<file path="src/rtl/condicionador_botoes.sv">
// Button conditioner: 2-flop synchroniser and debounce per position, followed by an FSM
// that emits one pulse per physical press (or an error pulse when several are held).
module condicionador_botoes #(
  parameter int DEBOUNCE_CYCLES = 50000,
  parameter int CNT_W           = 16
) (
  input  logic       clock,
  input  logic       reset,
  input  logic [8:0] botoes,
  input  logic       habilita,
  output logic       jogada_valida,
  output logic [8:0] jogada_onehot,
  output logic [3:0] jogada_idx,
  output logic       erro_multipla,
  output logic [3:0] db_estado
);

  localparam int NUM_LANES = 9;

  localparam logic [2:0] ESPERA = 3'd0;
  localparam logic [2:0] AVALIA = 3'd1;
  localparam logic [2:0] EMITE  = 3'd2;
  localparam logic [2:0] ERRO   = 3'd3;
  localparam logic [2:0] SOLTAR = 3'd4;

  logic [NUM_LANES-1:0] s1_q, s2_q;
  logic [NUM_LANES-1:0] estavel;

  always_ff @(posedge clock) begin
    if (reset) begin
      s1_q <= '0;
      s2_q <= '0;
    end else begin
      s1_q <= botoes;
      s2_q <= s1_q;
    end
  end

  // One debounce lane per position; the counter only runs while the synced input disagrees.
  for (genvar i = 0; i < NUM_LANES; i++) begin : gen_lane
    logic [CNT_W-1:0] cnt_q;
    logic             est_q;

    always_ff @(posedge clock) begin
      if (reset) begin
        cnt_q <= '0;
        est_q <= 1'b0;
      end else if (s2_q[i] == est_q) begin
        cnt_q <= '0;
      end else if (cnt_q == CNT_W'(DEBOUNCE_CYCLES - 1)) begin
        est_q <= s2_q[i];
        cnt_q <= '0;
      end else begin
        cnt_q <= cnt_q + CNT_W'(1);
      end
    end

    assign estavel[i] = est_q;
  end

  logic [2:0]           state_q, state_d;
  logic [NUM_LANES-1:0] snap_q, snap_d;
  logic [8:0]           onehot_q, onehot_d;
  logic [3:0]           idx_q, idx_d;
  logic [3:0]           pop;
  logic [3:0]           enc;

  always_comb begin
    pop = '0;
    enc = '0;
    for (int i = 0; i < NUM_LANES; i++) begin
      pop = pop + {3'b0, snap_q[i]};
      if (snap_q[i]) enc = 4'(i);
    end
  end

  // Held outputs are loaded on entry to EMITE so they are valid alongside the pulse.
  always_comb begin
    state_d  = state_q;
    snap_d   = snap_q;
    onehot_d = onehot_q;
    idx_d    = idx_q;
    case (state_q)
      ESPERA: if (|estavel) begin
        state_d = AVALIA;
        snap_d  = estavel;
      end
      AVALIA: begin
        if (pop > 4'd1) begin
          state_d = ERRO;
        end else if (pop == 4'd1 && habilita) begin
          state_d  = EMITE;
          onehot_d = snap_q;
          idx_d    = enc;
        end else begin
          state_d = SOLTAR;
        end
      end
      EMITE:   state_d = SOLTAR;
      ERRO:    state_d = SOLTAR;
      SOLTAR:  if (estavel == '0) state_d = ESPERA;
      default: state_d = ESPERA;
    endcase
  end

  always_ff @(posedge clock) begin
    if (reset) begin
      state_q  <= ESPERA;
      snap_q   <= '0;
      onehot_q <= '0;
      idx_q    <= 4'hF;
    end else begin
      state_q  <= state_d;
      snap_q   <= snap_d;
      onehot_q <= onehot_d;
      idx_q    <= idx_d;
    end
  end

  assign jogada_valida = (state_q == EMITE);
  assign erro_multipla = (state_q == ERRO);
  assign jogada_onehot = onehot_q;
  assign jogada_idx    = idx_q;
  assign db_estado     = {1'b0, state_q};

endmodule
</file>
<file path="config.mk">
export PLATFORM = sky130hd
export DESIGN_NAME = condicionador_botoes
export DESIGN_NICKNAME = d
export VERILOG_FILES = /design/src/rtl/condicionador_botoes.sv
export SDC_FILE = /design/constraint.sdc
export NUM_CORES = 1
export LEC_CHECK = 0
export CELL_PAD_IN_SITES_DETAIL_PLACEMENT = 1
export CELL_PAD_IN_SITES_GLOBAL_PLACEMENT = 2
export CORE_MARGIN = 3
export CORE_UTILIZATION = 43
export CTS_BUF_LIST = sky130_fd_sc_hd__clkbuf_8
export DETAILED_ROUTE_END_ITERATION = 7
export PLACE_DENSITY = 0.87
export REMOVE_ABC_BUFFERS = 1
export SYNTH_ARGS = -nofsm -noshare
export SYNTH_HDL_FRONTEND = slang
export SYNTH_SLANG_ARGS = --single-unit
</file>
<file path="constraint.sdc">
create_clock -name clock -period 9.8 [get_ports clock]
set_input_delay 0.98 -clock clock [delete_from_list [all_inputs] [get_ports clock]]
set_output_delay 0.98 -clock clock [all_outputs]
set_load 0.05 [all_outputs]
</file>
Yosys cells after proc, flatten, opt, wreduce, memory -nomap -nowiden --
Index checks and enable logic that the tools add are counted.
Word-level totals: register bits after elaboration 196, bits of input ports 12, output and inout bits 19, logic and storage cells 116
Operators by class: add/sub/neg operators 17, $lt $le $gt $ge 1, equal/unequal tests 25, mux-type cells 13, bitwise gates (word level) 10, reductions and logical operators 26
Operator list (count):
- 16-bit by 1-bit adder with 16-bit output (second input constant) | 9
- 16-bit equality test (second input constant) | 9
- 4-bit two-way mux | 7
- 3-bit OR reduction | 9
- 2-bit AND reduction | 11
- 4-bit by 1-bit adder with 4-bit output | 5
- 3-bit two-way mux | 4
- 3-bit one-hot mux with 4 select lines | 1
- 1-bit NOT | 10
- 1-bit equality test | 9
- 9-bit zero test | 1
- 9-bit OR reduction | 1
- 3-bit by 2-bit equality test with 1-bit output (second input constant) | 2
- 3-bit by 1-bit adder with 4-bit output | 1
- 4-bit by 1-bit equality test with 1-bit output (second input constant) | 1
- 4-bit by 1-bit > comparator with 1-bit output (second input constant) | 1
- 2-bit inequality test (second input constant) | 2
- 2-bit by 1-bit adder with 3-bit output | 1
- 3-bit by 1-bit equality test with 1-bit output (second input constant) | 1
- 3-bit equality test (second input constant) | 1
- 3-bit zero test | 1
- 3-bit AND reduction | 1
- 1-bit by 1-bit adder with 2-bit output | 1
- 2-bit OR reduction | 1
- 2 further kinds | 2

Logic depth before layout (Yosys ltp) --
word-level depth 13, depth in mapped cells 12, depth with buffers taken out 11

Worst setup path before layout --
No wires, ideal clock.
path type reg-to-reg, from register snap_q[0], to register onehot_q[4] (netlist: jogada_onehot[4]), setup time 0.071 ns, arrival time 3.736 ns, required time 9.729 ns, slack 5.993 ns, cell stages (with the launch flop) 12, path buffers 1, clock period less this slack 3.807 ns, path through dfxtp_1 > fa_1 > inv_1 > fa_1 > fa_1 > fa_1 > fa_1 > nor4bb_1 > a32o_1 > buf_1 > nand3_1 > a21oi_1
Between the ends: longest elaborated chain between the ends 11, elaborated cells on any way between the ends 13, those cells by class add/sub (8); order compare (1); eq/ne (1); bitwise (1); reduce/logical (2)
RTL lines:
- from (decl) | RTL line 62 | logic [NUM_LANES-1:0] snap_q, snap_d;
- from (signal assigned) | RTL line 114 | snap_q <= snap_d;
- 1-bit by 1-bit adder with 2-bit output * | RTL line 72 | pop = pop + {3'b0, snap_q[i]};
- 2-bit by 1-bit adder with 3-bit output * | RTL line 72
- 3-bit by 1-bit adder with 4-bit output * | RTL line 72
- 4-bit by 1-bit adder with 4-bit output * (5 in series) | RTL line 72
- 4-bit by 1-bit > comparator with 1-bit output / 4-bit by 1-bit equality test with 1-bit output (equally long branches) | RTL line 89, 91
- 1-bit NOT (no source line) / 1-bit logical AND (equally long branches)
- 3-bit AND reduction (no source line) *
- to (signal assigned) | RTL line 115 | onehot_q <= onehot_d;
- to (decl) | RTL line 63 | logic [8:0] onehot_q, onehot_d;
Mark *: on every way between the ends. The rest lies on a longest branch, timed or not. A chain may end at the register's enable or synchronous reset.

Worst setup path in the final report --
from register snap_q[0], to register state_q[2]
Between the ends: longest elaborated chain between the ends 13, elaborated cells on any way between the ends 14, those cells by class add/sub (8); order compare (1); eq/ne (1); mux (3); reduce/logical (1)
RTL lines:
- 1-bit by 1-bit adder with 2-bit output * | RTL line 72
- 2-bit by 1-bit adder with 3-bit output * | RTL line 72
- 3-bit by 1-bit adder with 4-bit output * | RTL line 72
- 4-bit by 1-bit adder with 4-bit output * (5 in series) | RTL line 72
- 4-bit by 1-bit equality test with 1-bit output | RTL line 91 | end else if (pop == 4'd1 && habilita) begin
- 1-bit logical AND | RTL line 91
- 3-bit two-way mux | RTL line 91
- 3-bit two-way mux * | RTL line 89 | if (pop > 4'd1) begin
- 3-bit one-hot mux with 4 select lines * | RTL line 83 | case (state_q)
- to (signal assigned) | RTL line 113 | state_q <= state_d;
- to (decl) | RTL line 61 | logic [2:0] state_q, state_d;
Marks and branches as above.

==> results_dict.tcl <==
set metrics [dict create \
    status "finished, final reports clean" \
    max_freq_mhz 233 \
    tightest_slew_ns 1.12 \
    clk_latency_ns 0.47 \
    setup-violations-final 0 \
    slowest_delay_ns 0.54 \
    period_share 0.438 \
    ant_nets 0 \
    cp_common_cell "fa_1" \
    clockPowerShare 0.394 \
    hold_path.class "register to register" \
    grt_max_degree 37 \
    io_pins 31 \
    n_antenna_cell 0 \
    powerDensity_nw_per_um2 146 \
    hold_viol 0 \
    rsz0062_at_grt "no" \
    synth_area_leaders "dfxtp_1 (47%), xnor2_1 (11%), nor2_1 (7.7%)" \
    numCtsBuffers 17 \
    grt-ovfl-total 0 \
    core_um2 19000 \
    met1Wirelength_um 8900 \
    numClockSinks 196 \
    wl_per_cell_um 14.4 \
    ir_worst_vdd_mv 0.0817 \
    holdWs_ns 0.452 \
    dieArea_um2 21300 \
    grt_pass1_wl_um 31200 \
    synth_cells 936 \
    synth_edf_count 0 \
    grt_pass1_vias 6488 \
    crit_type "register to register" \
    yosysTopAreaCellShare 0.466 \
    avgSynthCellArea_um2 9.00 \
    critical_path.startpoint_type "register" \
    ys_ff_latch 196 \
    cts_htree_levels 4 \
    seq_power_share 0.590 \
    power.net_switching_uw 318 \
    clk_pin_slew_ns 0.10 \
    clock_path_buffers 2 \
    rows 50 \
    io_buffers 29 \
    required_ns 10.20 \
    cts_tree "built" \
    crit_path_top_delay_cell "fa_1" \
    ctsResizeCount 0 \
    synthFlopType "dfxtp_1" \
    drive_above_1_share 0.0451 \
    yosysWarnings 0 \
    maxSlewHeadroom 0.255 \
    place_area_um2 8930 \
    root_buffer "clkbuf_8" \
    power.internal_mw 1.04 \
    fp.dieH_um 146 \
    route.met3.wl_um 597 \
    synth_cell_types 52 \
    yosys.area.top_type "dfxtp_1" \
    drcViolationCount 0 \
    arrival_ns 4.69 \
    routabilityCongestion 0.743 \
    fin_tns_setup_ns 0 \
    fillers 2242 \
    nets 990 \
    drv_cap 0 \
    cts_setup_buffers 0 \
    swShare 0.234 \
    initial_core_util 0.445 \
    final_common_cell "dfxtp_1" \
    area_growth_pct 10.7 \
    antenna_found_initial 1 \
    routed.top_layer "met5" \
    ys_async_sr_fraction 0 \
    routed_wl_um 17700 \
    critPathCaptureType "register" \
    clock_skew_ns 0.0150 \
    combPwrFrac 0.015 \
    yosysSeqAreaShare 0.466 \
    via_per_inst 5.21 \
    hpwl_um 12400 \
    crit_path_max_fanout 14 \
    track_usage 0.173 \
    dp_slack_ns 5.46 \
    num_vias 6431 \
    synth_area_um2 8430 \
    dr.pass1.iters 4 \
    postLayoutCellArea_um2 9330 \
    drt_iter0_drc 268 \
    final_cell_mix "dfxtp_1 (196), nor2_1 (174), xnor2_1 (103)" \
    met2WireLength_um 8040 \
    die_w_um 146 \
    finalMaxSlewViolations 0 \
    period_minus_slack_ns 4.29 \
    fin_ws_ns 5.51 \
    cp_cell_sequence "fa_1 > inv_1 > fa_1 > fa_1 > fa_1 > fa_1 > nor4bb_1 > a32oi_1 > or4_1 > a31oi_1" \
    postCtsHoldBufs 0 \
    leakagePower_nw 2.83 \
]
power groups by stage:
stage | sequential, mW | clock [mW] | combinational, mW
finish | 0.803 | 0.536 | 0.0209
global placement | 0.822 | 0 | 0.0210
global route | 0.804 | 0.592 | 0.0238
detailed placement | 0.822 | 0 | 0.0213
CTS | 0.803 | 0.555 | 0.0214
floorplan | 0.821 | 0 | 0.00936
worst max-delay path: cells and delay by family, from the launching register on:
kind | cells | cell delay, ns
simple gates | 2 | 0.92
flops | 1 | 0.35
buf+inv | 1 | 0.05
compound gates | 2 | 0.53
fa+ha+maj | 5 | 2.39
metrics by stage:
step	util	instances	power [mW]
floorplan	-	911	0.830
global placement	0.471	1203	0.843
detailed placement	0.471	1203	0.843
CTS	0.492	1235	1.38
global route	0.492	1235	1.42
finish	0.492	1235	1.36
final timing paths:
path | startpoint | to | slack [ns] | depth (start not counted)
max | snap_q[0] | state_q[2] | 5.51 | 10
min | s1_q[7] | s2_q[7] | 0.45 | 1
max reg2reg | snap_q[0] | state_q[2] | 5.51 | 10
min reg2reg | s1_q[7] | s2_q[7] | 0.45 | 1
per-layer routing:
| metal | vias to the layer above | track usage |
|---|---|---|
| met1 | 3089 | 0.233 |
| met4 | 2 | 0.0475 |
| met5 | - | 0 |
| met3 | 17 | 0.0461 |
| li1 | 3269 | - |
| met2 | 54 | 0.276 |
area by class of cell:
type | count | area, um^2 | area share
Multi-Input combinational cell | 676 | 4220 | 0.453
Sequential cell | 196 | 3920 | 0.421
Tap cell | 260 | 325 | 0.0349
Timing Repair Buffer | 32 | 308 | 0.0330
Clock buffer | 17 | 234 | 0.0251
Clock inverter | 15 | 168 | 0.0180
Inverter | 39 | 146 | 0.0157
sequential cells by signal (all words and copies together) (netlist names):
register / cells
snap_q: 9
gen_lane.est_q: 9
s1_q: 9
jogada_idx: 4
state_q: 3
gen_lane.cnt_q: 144
s2_q: 9
jogada_onehot: 9
logic make-up (layout without fill, tap and decap cells):
family          after synthesis  in the layout  share of synthesized area
compound gates               48             48                     0.0334
xor+xnor                    130            130                      0.135
fa+ha+maj                    16             16                     0.0282
buf+inv                      64            103                     0.0334
flops                       196            196                      0.466
mux                          16             16                     0.0190
other cells                   1              1                   0.000445
simple gates                465            465                      0.285
synth_stat cells (2+ instances only):
| master | count |
|---|---|
| nor2b_1 | 20 |
| nor3b_1 | 2 |
| nor4bb_1 | 8 |
| nand2b_1 | 5 |
| and3_1 | 16 |
| dfxtp_1 | 196 |
| nor4b_1 | 3 |
| buf_6 | 2 |
| nand2_4 | 2 |
| or4_1 | 4 |
| or4_4 | 2 |
| clkbuf_1 | 14 |
| o21ai_0 | 17 |
| nand2_1 | 34 |
| nand3_1 | 61 |
| buf_4 | 2 |
| fa_1 | 5 |
| buf_2 | 2 |
| and4b_1 | 2 |
| nor3_1 | 35 |
| nor4_1 | 36 |
| xnor2_1 | 103 |
| a31oi_1 | 2 |
| nor2_1 | 174 |
| ha_1 | 11 |
| xor2_1 | 27 |
| and4_1 | 6 |
| inv_1 | 39 |
| nand4b_1 | 3 |
| nand4_1 | 38 |
| o311ai_0 | 2 |
| buf_1 | 4 |
| or3_1 | 8 |
| a21oi_1 | 18 |
| mux2i_1 | 16 |
Power figures use the tool's default switching activity.
